==> config.mk <==
export PLATFORM = sky130hd
export DESIGN_NAME = pixel_uart_tx
export DESIGN_NICKNAME = d
export VERILOG_FILES = /design/src/rtl/pixel_uart_pkg.sv /design/src/rtl/baud_tick_gen.sv /design/src/rtl/pixel_uart_tx.sv
export SDC_FILE = /design/constraint.sdc
export NUM_CORES = 1
export LEC_CHECK = 0
export ABC_AREA = 1
export CAP_MARGIN = 15
export CORE_MARGIN = 1
export CORE_UTILIZATION = 60
export CTS_BUF_LIST = sky130_fd_sc_hd__clkbuf_4
export DETAILED_ROUTE_END_ITERATION = 7
export GPL_TIMING_DRIVEN = 1
export PLACE_DENSITY = 0.86
export RECOVER_POWER = 25
export SYNTH_ARGS = -nofsm -noshare
export SYNTH_HDL_FRONTEND = slang
export SYNTH_SLANG_ARGS = --single-unit
==> constraint.sdc <==
create_clock -name clk -period 3.5 [get_ports clk]
set_input_delay 0.875 -clock clk [delete_from_list [all_inputs] [get_ports clk]]
set_output_delay 0.875 -clock clk [all_outputs]
set_load 0.01 [all_outputs]
==> src/rtl/pixel_uart_pkg.sv <==
// Shared types and constants for the pixel-over-UART transmitter.
// A pixel goes out as three 8N1 bytes: red, then green, then blue.
package pixel_uart_pkg;

  // FSM states of the transmitter.
  typedef enum logic [1:0] {
    IDLE,
    START,
    DATA,
    STOP
  } state_e;

  localparam int BYTES_PER_PIXEL = 3;
  localparam int BITS_PER_BYTE   = 8;

  localparam logic [1:0] LAST_BYTE = 2'(BYTES_PER_PIXEL - 1);
  localparam logic [2:0] LAST_BIT  = 3'(BITS_PER_BYTE - 1);

  // Byte 0 is red [7:0], byte 1 is green [15:8], byte 2 is blue [23:16].
  function automatic logic [7:0] pixel_byte(input logic [23:0] pixel, input logic [1:0] idx);
    case (idx)
      2'd0:    return pixel[7:0];
      2'd1:    return pixel[15:8];
      default: return pixel[23:16];
    endcase
  endfunction

endpackage

==> src/rtl/baud_tick_gen.sv <==
// Bit-period timer: counts 0..DIV-1 and flags the last cycle of each bit period.
// A clear forces the count back to 0 so bit edges line up with FSM transitions.
module baud_tick_gen #(
  parameter int DIV = 868
) (
  input  logic clk,
  input  logic rst,
  input  logic clear,
  output logic tick
);

  localparam int CW = (DIV > 2) ? $clog2(DIV) : 1;
  localparam logic [CW-1:0] LAST = CW'(DIV - 1);

  logic [CW-1:0] cnt_q;
  logic [CW-1:0] cnt_d;

  assign tick = (cnt_q == LAST);

  always_comb begin
    cnt_d = cnt_q + 1'b1;
    if (clear || tick) begin
      cnt_d = '0;
    end
  end

  always_ff @(posedge clk or negedge rst) begin
    if (!rst) begin
      cnt_q <= '0;
    end else begin
      cnt_q <= cnt_d;
    end
  end

endmodule

==> src/rtl/pixel_uart_tx.sv <==
// Serialises 24-bit pixels as three back-to-back 8N1 UART bytes (red, green, blue).
// tx is always driven from a flop; pixel_ready/busy decode directly from the state.
module pixel_uart_tx
  import pixel_uart_pkg::*;
#(
  parameter int CLK_FREQ = 100_000_000,
  parameter int BAUD     = 115200
) (
  input  logic        clk,
  input  logic        rst,
  input  logic [23:0] pixel_in,
  input  logic        pixel_valid,
  output logic        pixel_ready,
  output logic        tx,
  output logic        busy
);

  localparam int DIV = CLK_FREQ / BAUD;

  if (DIV < 2) begin : g_div_check
    $error("pixel_uart_tx: CLK_FREQ/BAUD must be at least 2");
  end

  state_e      state_q, state_d;
  logic        tx_q, tx_d;
  logic [2:0]  bit_idx_q, bit_idx_d;
  logic [1:0]  byte_idx_q, byte_idx_d;
  logic [23:0] pixel_q, pixel_d;
  logic [7:0]  cur_byte;
  logic        tick;
  logic        baud_clear;

  // Only IDLE holds the timer at zero; every other transition lands on a tick,
  // where the counter wraps to zero on the same edge.
  assign baud_clear = (state_q == IDLE);

  baud_tick_gen #(.DIV(DIV)) u_baud (
    .clk   (clk),
    .rst   (rst),
    .clear (baud_clear),
    .tick  (tick)
  );

  assign pixel_ready = (state_q == IDLE);
  assign busy        = ~pixel_ready;
  assign tx          = tx_q;
  assign cur_byte    = pixel_byte(pixel_q, byte_idx_q);

  always_comb begin
    state_d    = state_q;
    tx_d       = tx_q;
    bit_idx_d  = bit_idx_q;
    byte_idx_d = byte_idx_q;
    pixel_d    = pixel_q;
    case (state_q)
      IDLE: begin
        tx_d = 1'b1;
        if (pixel_valid) begin
          state_d    = START;
          pixel_d    = pixel_in;
          bit_idx_d  = '0;
          byte_idx_d = '0;
          tx_d       = 1'b0;
        end
      end
      START: begin
        if (tick) begin
          state_d = DATA;
          tx_d    = cur_byte[0];
        end
      end
      DATA: begin
        if (tick) begin
          if (bit_idx_q == LAST_BIT) begin
            state_d = STOP;
            tx_d    = 1'b1;
          end else begin
            bit_idx_d = bit_idx_q + 3'd1;
            tx_d      = cur_byte[bit_idx_q + 3'd1];
          end
        end
      end
      STOP: begin
        if (tick) begin
          bit_idx_d = '0;
          if (byte_idx_q == LAST_BYTE) begin
            state_d    = IDLE;
            byte_idx_d = '0;
            tx_d       = 1'b1;
          end else begin
            state_d    = START;
            byte_idx_d = byte_idx_q + 2'd1;
            tx_d       = 1'b0;
          end
        end
      end
      default: begin
        state_d = IDLE;
        tx_d    = 1'b1;
      end
    endcase
  end

  always_ff @(posedge clk or negedge rst) begin
    if (!rst) begin
      state_q    <= IDLE;
      tx_q       <= 1'b1;
      bit_idx_q  <= '0;
      byte_idx_q <= '0;
      pixel_q    <= '0;
    end else begin
      state_q    <= state_d;
      tx_q       <= tx_d;
      bit_idx_q  <= bit_idx_d;
      byte_idx_q <= byte_idx_d;
      pixel_q    <= pixel_d;
    end
  end

endmodule

After elaboration in Yosys (flattened, before gate mapping):

Index checks and enable logic that the tools add are counted.

* add/sub/neg operators: 3
* $mul: 0
* divide/modulo/power cells: 0
* order comparisons: 1
* eq/ne operators: 13
* shift operators: 0
* mux-type cells: 27
* bitwise gates (word level): 1
* reduce and logical (&&, ||, !) cells: 10

Operators with widths (number)
* $mux 2: 8
* $pmux 8 s2: 1
* $mux 3: 4
* $add 10x1->10 const B: 1
* $eq 10x10->1 const B: 1
* $mux 10: 1
* $reduce_and 5->1: 2
* $pmux 3 s3: 1
* $mux 1: 8
* $pmux 2 s4: 1
* $eq 2x2->1 const B: 3
* $ne 2x1->1 const B: 3
* $ne 2x2->1 const B: 3
* $reduce_and 3->1: 2
* $eq 2x1->1 const B: 2
* $logic_not 2->1: 2
* $lt 3x4->1 const B: 1
* $pmux 1 s4: 1
* $pmux 2 s2: 1
* $add 3x1->3 const B: 1
* $bmux 1 s3: 1
* $eq 3x3->1 const B: 1
* $reduce_bool 3->1: 1
* $add 2x1->2 const B: 1
* 4 further kinds: 4

* register bits after elaboration: 42
* latch bits: 0
* bits in writable memories: 0
* ROM bits: 0
* output and inout port bits: 3
* word-level logic and storage cells: 61
* memories kept: 0

Longest topological paths before layout:

Gate-level depths: netlist of the first run.

* depth after elaboration: 7
* depth in mapped cells: 12
* mapped depth without buffers: 11

By module:

A second synthesis of the first run with hierarchy kept.

* cells, all modules: 285
* area total of the unflattened synthesis: 2222.1 um^2

Modules (own cells, without submodules)
* pixel_uart_tx: times used 1, cells an instance 212, area an instance 1656.6 um^2, seq. area each 802.0 um^2
* baud_tick_gen: times used 1, cells an instance 73, area an instance 565.5 um^2, seq. area each 250.2 um^2

Worst setup path before layout of the first run:

OpenSTA, ideal clock, no wires.

* kind: register to output
* from: register state_q[0]
* to: output port busy
* arrival: 868 ps
* required time: 2625 ps
* slack: 1757 ps
* cell stages (with the launch flop): 4
* path through: dfrtp_1 -> inv_1 -> ha_1 -> inv_1

* word-level cells in the longest chain between the ends: 2

RTL lines
* start: declaration: RTL line pixel_uart_tx.sv:24 `state_e state_q, state_d;`
* start signal: assignment: RTL line pixel_uart_tx.sv:112 `state_q <= state_d;`
* $logic_not 2->1: RTL line pixel_uart_tx.sv:44 `assign pixel_ready = (state_q == IDLE);`
* via pixel_ready: RTL line pixel_uart_tx.sv:13 `output logic pixel_ready,`
* $not 1->1: RTL line pixel_uart_tx.sv:45 `assign busy = ~pixel_ready;`
* end: declaration: RTL line pixel_uart_tx.sv:15 `output logic busy`

The timed path passes the listed nets, and every way through them passes these cells.

Final worst setup path of the first run:

* from: register state_q[0]
* to: output port busy

* word-level cells in the longest chain between the ends: 2

RTL lines (RTL line)
* $logic_not 2->1: pixel_uart_tx.sv:44
* $not 1->1: pixel_uart_tx.sv:45

Every way passes these cells.

==> flow_metrics.tcl, run 1 <==
set metrics [dict create \
    synth_area_per_cell_um2 8.367 \
    r2r-end "pixel_q[5]" \
    grt_pass1_wl_mm 6.548 \
    synthArstFlopShare 1.000 \
    p_comb_frac 0.448 \
    slowest_stage "clkdlybuf4s50_1" \
    drtIter0Drc 75 \
    ant_nets 0 \
    path_buf_inv 3 \
    whs_ps 474.4 \
    ys_seq_area_frac 0.4912 \
    cts_buffer_depth 2 \
    area.growth.synth_to_final_pct 17.06 \
    path_depth 4 \
    syn_inst 256 \
    wl_mm 3.873 \
    maxCapViolCount 1 \
    die_h_um 61.75 \
    via_count 1694 \
    n_fill_cell 254 \
    final_common_cell "dfrtp_1" \
    cp_top_family "buffers and inverters" \
    cts_resized 0 \
    grt_max_degree 43 \
    drc_errors 0 \
    die_w_um 61.75 \
    power_switching_mw 0.7217 \
    synth_area_um2 2142 \
    worst-path-max-fanout 5 \
    crit_arrival_ps 1830 \
    synth_edf_count 0 \
    clockPowerShare 0.127 \
    rsz0062_at_grt "no" \
    worst_pin_slew_ps 2108 \
    cts-htree-levels 2 \
    slew_viol_final 43 \
    cpMostUsedCell "inv_1" \
    ys_types 33 \
    finalWorstSetupSlack_ps 793.5 \
    io_buffers 29 \
    violations "capacitance limit, slew limit" \
    min_period_ps 2706 \
    vias_per_cell 5.087 \
    die_area_um2 3813 \
    first_pass_iters 4 \
    fin_tns_setup_ps 0 \
    regToRegSetupSlack_ps 1520 \
    outcome "finished, violations left" \
    globalplace.congestion 0.8565 \
    timing.final.crit_share 0.7733 \
    post-cts-setup-buffers 0 \
    p_leak_nw 1.197 \
    rr_worst_depth 6 \
    wl_per_cell_um 11.63 \
    dpl_cell_area_um2 2455 \
    root_buffer "clkbuf_4" \
    clkSlewWorstSetupHoldPaths_ps 110 \
    fin_util 0.7398 \
    pre_cts_ws_ps 1010 \
    syn_nets 290 \
    setup_viol 0 \
    path_cells "inv_1 -> ha_1 -> inv_1 -> clkdlybuf4s50_1" \
    yosysWarnings 0 \
    internal-power_mw 1.083 \
    timing.critical_path.to "busy" \
    crit_start "state_q[0]" \
    seqPwrFrac 0.425 \
    fin_nets 320 \
    grt_usage 0.2399 \
    numCtsBuffers 5 \
    gr-total-overflow 0 \
    synth_seq_cells 42 \
    clock_latency_ps 350 \
    final_cell_area_um2 2507 \
    cp-end-kind "output port" \
    cts_hold_buf 0 \
    cp-start-kind "flop" \
    start_util 0.6320 \
    critPathKind "reg -> out" \
    antenna_found_initial 0 \
    skew_ps 9.185 \
    most-common-layout-cells "dfrtp_1 (41), nand2_1 (40), inv_1 (38), nor2_1 (38), clkdlybuf4s50_1 (28)" \
    r2r_start "state_q[0]" \
    max_stage_delay_ps 560 \
    diodes 0 \
    timing_hold_violations_final 0 \
    hold_path_class "reg -> reg" \
    swShare 0.4000 \
    ir_drop_mv 0.4195 \
    drive_above_1_share 0.08014 \
    cts_tree "done" \
    grt_pass1_vias 1579 \
    io_pins 30 \
    dp_hpwl_mm 2.981 \
    p_per_area_nw_per_um2 719.6 \
    synth_top_flop_cell "dfrtp_1" \
    std_cell_rows 21 \
    core_um2 3390 \
    cts.sinks 42 \
    slew_headroom -0.4052 \
    critical_path_required_ps 2620 \
    fmax_mhz 369.5 \
]
## sequential cells by signal (all words and copies together), names as in the netlist
register,flops
pixel_q,24
u_baud.cnt_q,10
bit_idx_q,3
byte_idx_q,2
state_q,2
tx,1
## worst min path at each step
stage,start,slack [ps],end,cells past startpoint
global placement,u_baud.cnt_q[0],450,u_baud.cnt_q[0],1
CTS,u_baud.cnt_q[0],470,u_baud.cnt_q[0],1
detailed placement,u_baud.cnt_q[0],460,u_baud.cnt_q[0],1
floorplan,u_baud.cnt_q[0],430,u_baud.cnt_q[0],1
finish,tx,470,tx,2
global route,tx,480,tx,2
## cells by family after synthesis
| kind of cell | Yosys count | share of synthesized area |
|---|---|---|
| AO/OA/AOI/OAI | 43 | 0.1104 |
| buffers and inverters | 47 | 0.08762 |
| flip-flops | 42 | 0.4912 |
| multiplexers | 5 | 0.02628 |
| XOR/XNOR | 2 | 0.008179 |
| AND/OR/NAND/NOR | 110 | 0.2354 |
| adder cells (fa/ha/maj) | 7 | 0.04089 |
## cells in the mapped netlist, drive strengths merged, types with 2 or more instances
cell	number	area share
dfrtp	41	0.48
nor2	41	0.084
inv	40	0.070
nand2	40	0.070
a21oi	26	0.061
nand3	21	0.051
o21ai	11	0.026
ha	7	0.041
mux2	5	0.026
clkbuf	4	0.0076
nor3b	4	0.014
buf	3	0.0099
nand4	2	0.0088
nor3	2	0.0070
## worst reg2reg max path: stages, from the launching register on
cell,delay [ps]
dfrtp_1,420
inv_1,100
ha_1,260
nand2_1,540
buf_4,380
nor2_1,90
a21oi_1,130
## power by group through the flow
stage               Combinational, mW  Clock, mW  Sequential, mW
finish                          0.809      0.229           0.767
global route                    0.928      0.258           0.789
CTS                             0.813      0.234           0.766
detailed placement              0.809          0           0.778
global placement                0.780          0           0.771
floorplan                       0.618          0           0.745
## stage by stage
step / std cells / total power [mW]
detailed placement: 325 / 1.587
CTS: 333 / 1.814
finish: 333 / 1.804
global route: 333 / 1.975
floorplan: 256 / 1.363
global placement: 325 / 1.551
## area by class of cell
type                    instances  area, µm²  share of cell area
flip-flops and latches         42       1052              0.4197
multi-input cells             167      902.1              0.3598
repair buffers                 30      291.5              0.1163
inverters                      40      150.1             0.05988
well taps                      46      57.56             0.02295
clock buffers                   6      45.04             0.01796
clock inverters                 2      8.758            0.003493
## metal layers
metal	up-vias	global-route usage	part of all wire	routed length [µm]
li1	880	-	-	-
met1	777	0.2910	0.44	1721
met2	31	0.4055	0.51	1964
met3	6	0.06625	0.034	133
met4	0	0.09841	0.014	54
met5	-	0	0	0
(Power assumes the default switching activity.)
==> run 2, diff against run 1 <==
Settings changed: CORE_UTILIZATION 60 to 56, PLACE_DENSITY 0.86 to 0.81.
Clock period 3.5 ns to 2.5 ns, I/O delays scaled along.
==> run 2 against run 1 <==
Setup slack worse by 690 ps. Critical path depth unchanged. Combinational power up 43%. Core utilization down 4.7 points. Largest power group unchanged. Final area up 1.2%. Non-clock buffer count up 4. Highest routed layer unchanged. Largest cell class unchanged. The run ends with DRC left. Wire length up 5.0%.
==> flow_metrics.tcl, run 2 (synthesized netlist as in run 1, its figures left out) <==
set metrics [dict create \
    pre_cts_ws_ps 384.3 \
    critPathKind "reg -> out" \
    fin_nets 324 \
    drtIter0Drc 101 \
    most-common-layout-cells "dfrtp_1 (41), nand2_1 (40), inv_1 (38), nor2_1 (38), clkdlybuf4s50_1 (28)" \
    hold_path_class "in -> async" \
    r2r_start "state_q[1]" \
    diodes 0 \
    cts_tree "done" \
    grt_usage 0.2363 \
    ir_drop_mv 0.4775 \
    critical_path_required_ps 1880 \
    dpl_cell_area_um2 2465 \
    regMostFlops "pixel_q" \
    globalplace.congestion 0.8209 \
    min_period_ps 2395 \
    vias_per_cell 5.121 \
    rsz0062_at_grt "no" \
    path_buf_inv 3 \
    io_buffers 29 \
    final_cell_area_um2 2537 \
    cts_buffer_depth 2 \
    internal-power_mw 1.530 \
    cp_top_family "buffers and inverters" \
    timing_hold_violations_final 0 \
    drive_above_1_share 0.09278 \
    power_switching_mw 1.033 \
    max_stage_delay_ps 550 \
    numCtsBuffers 5 \
    slew_viol_final 0 \
    cts-htree-levels 2 \
    crit_start "state_q[1]" \
    core_um2 3661 \
    worst_pin_slew_ps 950.2 \
    cts_resized 0 \
    first_pass_iters 6 \
    final_common_cell "dfrtp_1" \
    timing.final.crit_share 0.9580 \
    cts.sinks 42 \
    die_h_um 63.85 \
    cpMostUsedCell "inv_1" \
    slew_headroom 0.3666 \
    area.growth.synth_to_final_pct 18.46 \
    grt_pass1_vias 1715 \
    start_util 0.5851 \
    drc_errors 1 \
    p_comb_frac 0.453 \
    grt_max_degree 31 \
    wl_mm 4.067 \
    clkSlewWorstSetupHoldPaths_ps 130 \
    cp-end-kind "output port" \
    slowest_stage "clkdlybuf4s50_1" \
    clockPowerShare 0.129 \
    clock_latency_ps 360 \
    path_cells "inv_1 -> ha_1 -> inv_1 -> clkdlybuf4s50_1" \
    worst-path-max-fanout 5 \
    swShare 0.4030 \
    fmax_mhz 417.5 \
    antenna_found_initial 0 \
    seq_area_um2 1052 \
    skew_ps 8.901 \
    cp-start-kind "flop" \
    fin_tns_setup_ps 0 \
    crit_arrival_ps 1770 \
    ant_nets 0 \
    n_fill_cell 307 \
    finalWorstSetupSlack_ps 104.9 \
    p_per_area_nw_per_um2 1010 \
    die_area_um2 4076 \
    root_buffer "clkbuf_4" \
    gr-total-overflow 0 \
    p_leak_nw 1.211 \
    grt_pass1_wl_mm 7.314 \
    io_pins 30 \
    std_cell_rows 22 \
    dp_hpwl_mm 3.040 \
    setup_viol 0 \
    die_w_um 63.85 \
    largest_register_ffs 24 \
    cts_hold_buf 0 \
    outcome "finished, violations left" \
    maxCapViolCount 0 \
    wl_per_cell_um 12.00 \
    power.total_mw 2.563 \
    multi_input_area_um2 902.1 \
    violations "DRC" \
    top_regs "pixel_q (24), u_baud.cnt_q (10), bit_idx_q (3)" \
    seqPwrFrac 0.417 \
    via_count 1736 \
]
## run 2: cell count changes in the layout (fill, tap and decap cells not counted)
| cell | delta |
|---|---|
| clkbuf_4 | -1 |
| clkbuf_2 | +1 |
| buf_4 | +3 |
| clkinvlp_4 | +1 |
## run 2: final timing paths
| check | to | slack, ps | cells past startpoint |
|---|---|---|---|
| worst max register to register | pixel_q[22] | 730 | 6 |
| worst max-delay path | busy | 100 | 4 |
| max in group asynchronous | pixel_q[22] | 970 | 2 |
| min in group clk | u_baud.cnt_q[0] | 470 | 1 |
| worst min register to register | u_baud.cnt_q[0] | 470 | 1 |
| worst min-delay path | u_baud.cnt_q[7] | 370 | 1 |
## run 2: what timing repair did
action,CTS,global route
hold endpoints to repair,0,0
setup buffers,0,3
endpoints found under the setup margin,0,1
## run 2: layout make-up
class / instances / area share
inverter: 40 / 0.05917
tap: 48 / 0.02367
clock inverter: 3 / 0.006410
sequential: 42 / 0.4147
timing repair buffer: 34 / 0.1257
multi-input combinational: 167 / 0.3555
clock buffer: 5 / 0.01479
## run 2: power groups by stage
stage / Sequential, mW / Combinational (mW) / Clock, mW
after global routing: 1.10 / 1.35 / 0.378
after detailed placement: 1.10 / 1.12 / 0
final: 1.07 / 1.16 / 0.331
after floorplan: 1.04 / 0.866 / 0
after global placement: 1.08 / 1.10 / 0
after CTS: 1.08 / 1.13 / 0.345
## run 2: per-stage QoR
step | utilization | cells | hold slack [ps]
after floorplan | - | 256 | 329.4
after global placement | 0.6733 | 328 | 449.4
after detailed placement | 0.6733 | 328 | 453.3
after CTS | 0.6880 | 336 | 160.2
after global routing | 0.6931 | 339 | 433.0
final | 0.6931 | 339 | 366.4
## run 2: per-layer routing
| layer | part of all wire | vias up | GRT usage |
|---|---|---|---|
| li1 | - | 881 | - |
| met1 | 0.45 | 816 | 0.2787 |
| met2 | 0.50 | 32 | 0.4176 |
| met3 | 0.032 | 7 | 0.05893 |
| met4 | 0.016 | 0 | 0.07670 |
| met5 | 0 | - | 0 |
==> run 3, diff against run 2 <==
Settings changed: ABC_AREA 1 to 0.
==> run 3 against run 2 <==
Sequential share of layout area fell by 0.45 points. The flow now finishes without violations. Sequential power fell by 36%. Critical endpoint unchanged. Highest routed layer unchanged. First-iteration DRC count fell by 31%. Final area rose by 1.1%. Clock skew rose by 4.5 ps. Non-clock buffer count did not move. Setup slack got worse by 30 ps.
==> flow_metrics.tcl, run 3 <==
set metrics [dict create \
    die_h_um 63.98 \
    fin_nets 250 \
    antenna_found_initial 0 \
    clkSlewWorstSetupHoldPaths_ps 130 \
    globalplace.congestion 0.8673 \
    outcome "completed" \
    via_count 1531 \
    std_cell_rows 22 \
    ir_drop_mv 0.3480 \
    grt_pass1_vias 1654 \
    skew_ps 13.40 \
    diodes 0 \
    cp-end-kind "output port" \
    ant_nets 0 \
    yosys-top-cells-area "dfrtp_1 (48%), mux2_2 (16%), ha_1 (4.1%)" \
    timing.final.crit_share 0.9699 \
    gr-total-overflow 0 \
    grt_pass1_wl_mm 7.486 \
    slew_viol_final 0 \
    setup_viol 0 \
    synth_seq_cells 42 \
    yosysTopAreaCellShare 0.4770 \
    synth_common_cells "dfrtp_1 (41), mux2_2 (30), nor2_1 (16)" \
    p_per_area_nw_per_um2 422.4 \
    synthArstFlopShare 1.000 \
    dpl_cell_area_um2 2491 \
    fmax_mhz 412.4 \
    largest_register_ffs 24 \
    top_regs "pixel_q (24), u_baud.cnt_q (10), bit_idx_q (3)" \
    most-common-layout-cells "dfrtp_1 (41), mux2_2 (30), clkdlybuf4s50_1 (28)" \
    drtIter0Drc 70 \
    first_pass_iters 4 \
    critical_path_required_ps 1880 \
    synth_area_per_cell_um2 11.82 \
    vias_per_cell 5.777 \
    grt_max_degree 43 \
    ys_seq_area_frac 0.4892 \
    wl_per_cell_um 16.52 \
    die_area_um2 4093 \
    clock_latency_ps 360 \
    synth_area_um2 2151 \
    cts_tree "done" \
    slew_headroom 0.3193 \
    regMostFlops "pixel_q" \
    dp_hpwl_mm 3.311 \
    wl_mm 4.379 \
    grt_usage 0.2431 \
    whs_ps 406.1 \
    synth_top_cell_by_area "dfrtp_1" \
    fin_tns_setup_ps 0 \
    root_buffer "clkbuf_4" \
    final_cell_area_um2 2565 \
    maxCapViolCount 0 \
    drc_errors 0 \
    core_um2 3661 \
    timing_hold_violations_final 0 \
    worst_pin_slew_ps 1021 \
    drive_above_1_share 0.2350 \
    io_pins 30 \
    rsz0062_at_grt "no" \
    pre_cts_ws_ps 349.4 \
    hold_path_class "in -> async" \
    min_period_ps 2425 \
    crit_arrival_ps 1800 \
    cts-htree-levels 2 \
    cp-start-kind "flop" \
    worst-path-max-fanout 10 \
    io_buffers 29 \
    finalWorstSetupSlack_ps 75.27 \
    yosysWarnings 0 \
    synth.most_common_cell "dfrtp_1" \
    cts_buffer_depth 2 \
    synth_edf_count 0 \
    syn_nets 216 \
    numCtsBuffers 5 \
    final_common_cell "dfrtp_1" \
    die_w_um 63.98 \
    syn_inst 182 \
    area.growth.synth_to_final_pct 19.26 \
    critPathKind "reg -> out" \
    cts.sinks 42 \
    ys_types 40 \
    start_util 0.5875 \
    p_leak_nw 1.209 \
    synth_top_flop_cell "dfrtp_1" \
]
[run 3: critical path: stages, from the launching register on]
cell and delay (ps):
dfrtp_1 420, inv_1 120, ha_4 210, inv_1 140, clkdlybuf4s50_1 560
[run 3: worst paths after layout]
path                                  from         endpoint  slack (ps)  cells past startpoint
max reg2reg                   bit_idx_q[0]               tx         370                      5
min in group clk           u_baud.cnt_q[0]  u_baud.cnt_q[0]         490                      1
max in group asynchronous              rst      pixel_q[10]        1450                      1
min                                    rst  u_baud.cnt_q[5]         410                      1
max                             state_q[1]             busy          80                      4
min reg2reg                u_baud.cnt_q[0]  u_baud.cnt_q[0]         490                      1
[run 3: layout make-up]
cell class / count / area, µm²
well taps: 48 / 60.06
repair buffers: 34 / 322.8
clock inverters: 2 / 8.758
multi-input cells: 127 / 1054
inverters: 6 / 22.52
clock buffers: 6 / 45.04
flip-flops and latches: 42 / 1052
fillers: 281 / 1096
[run 3: power by group]
| group | total [mW] | leakage, nW | switching, mW | internal, mW |
|---|---|---|---|---|
| registers | 0.687 | 0.559 | 0.00569 | 0.681 |
| clock network | 0.335 | 0.0331 | 0.218 | 0.117 |
| logic | 0.0619 | 0.617 | 0.0220 | 0.0399 |
| total | 1.08 | 1.21 | 0.246 | 0.837 |
[run 3: through the flow]
step	cells	util	power, mW
after floorplan	182	-	0.7078
after global placement	256	0.6805	0.7599
after detailed placement	256	0.6805	0.7629
after CTS	265	0.6979	1.092
after global routing	265	0.7006	1.126
final	265	0.7006	1.084
[run 3: repair_timing]
item                                    CTS  global route
buffers inserted                          1             0
resized for setup                         1             1
hold buffers                              0             0
endpoints found under the setup margin    1             1
[run 3: per-layer routing]
layer,global-route usage,share of wire,up-vias
li1,-,-,722
met3,0.03393,0.031,3
met4,0.09659,0.0069,0
met5,0,0,-
met2,0.4415,0.55,35
met1,0.2872,0.41,771
[run 3: cell families after synthesis]
kind of cell	Yosys count	share of synthesized area
compound gates	26	0.08436
xor+xnor	8	0.03257
fa+ha+maj	7	0.04072
buf+inv	13	0.02676
flops	42	0.4892
mux	37	0.2117
simple gates	49	0.1146
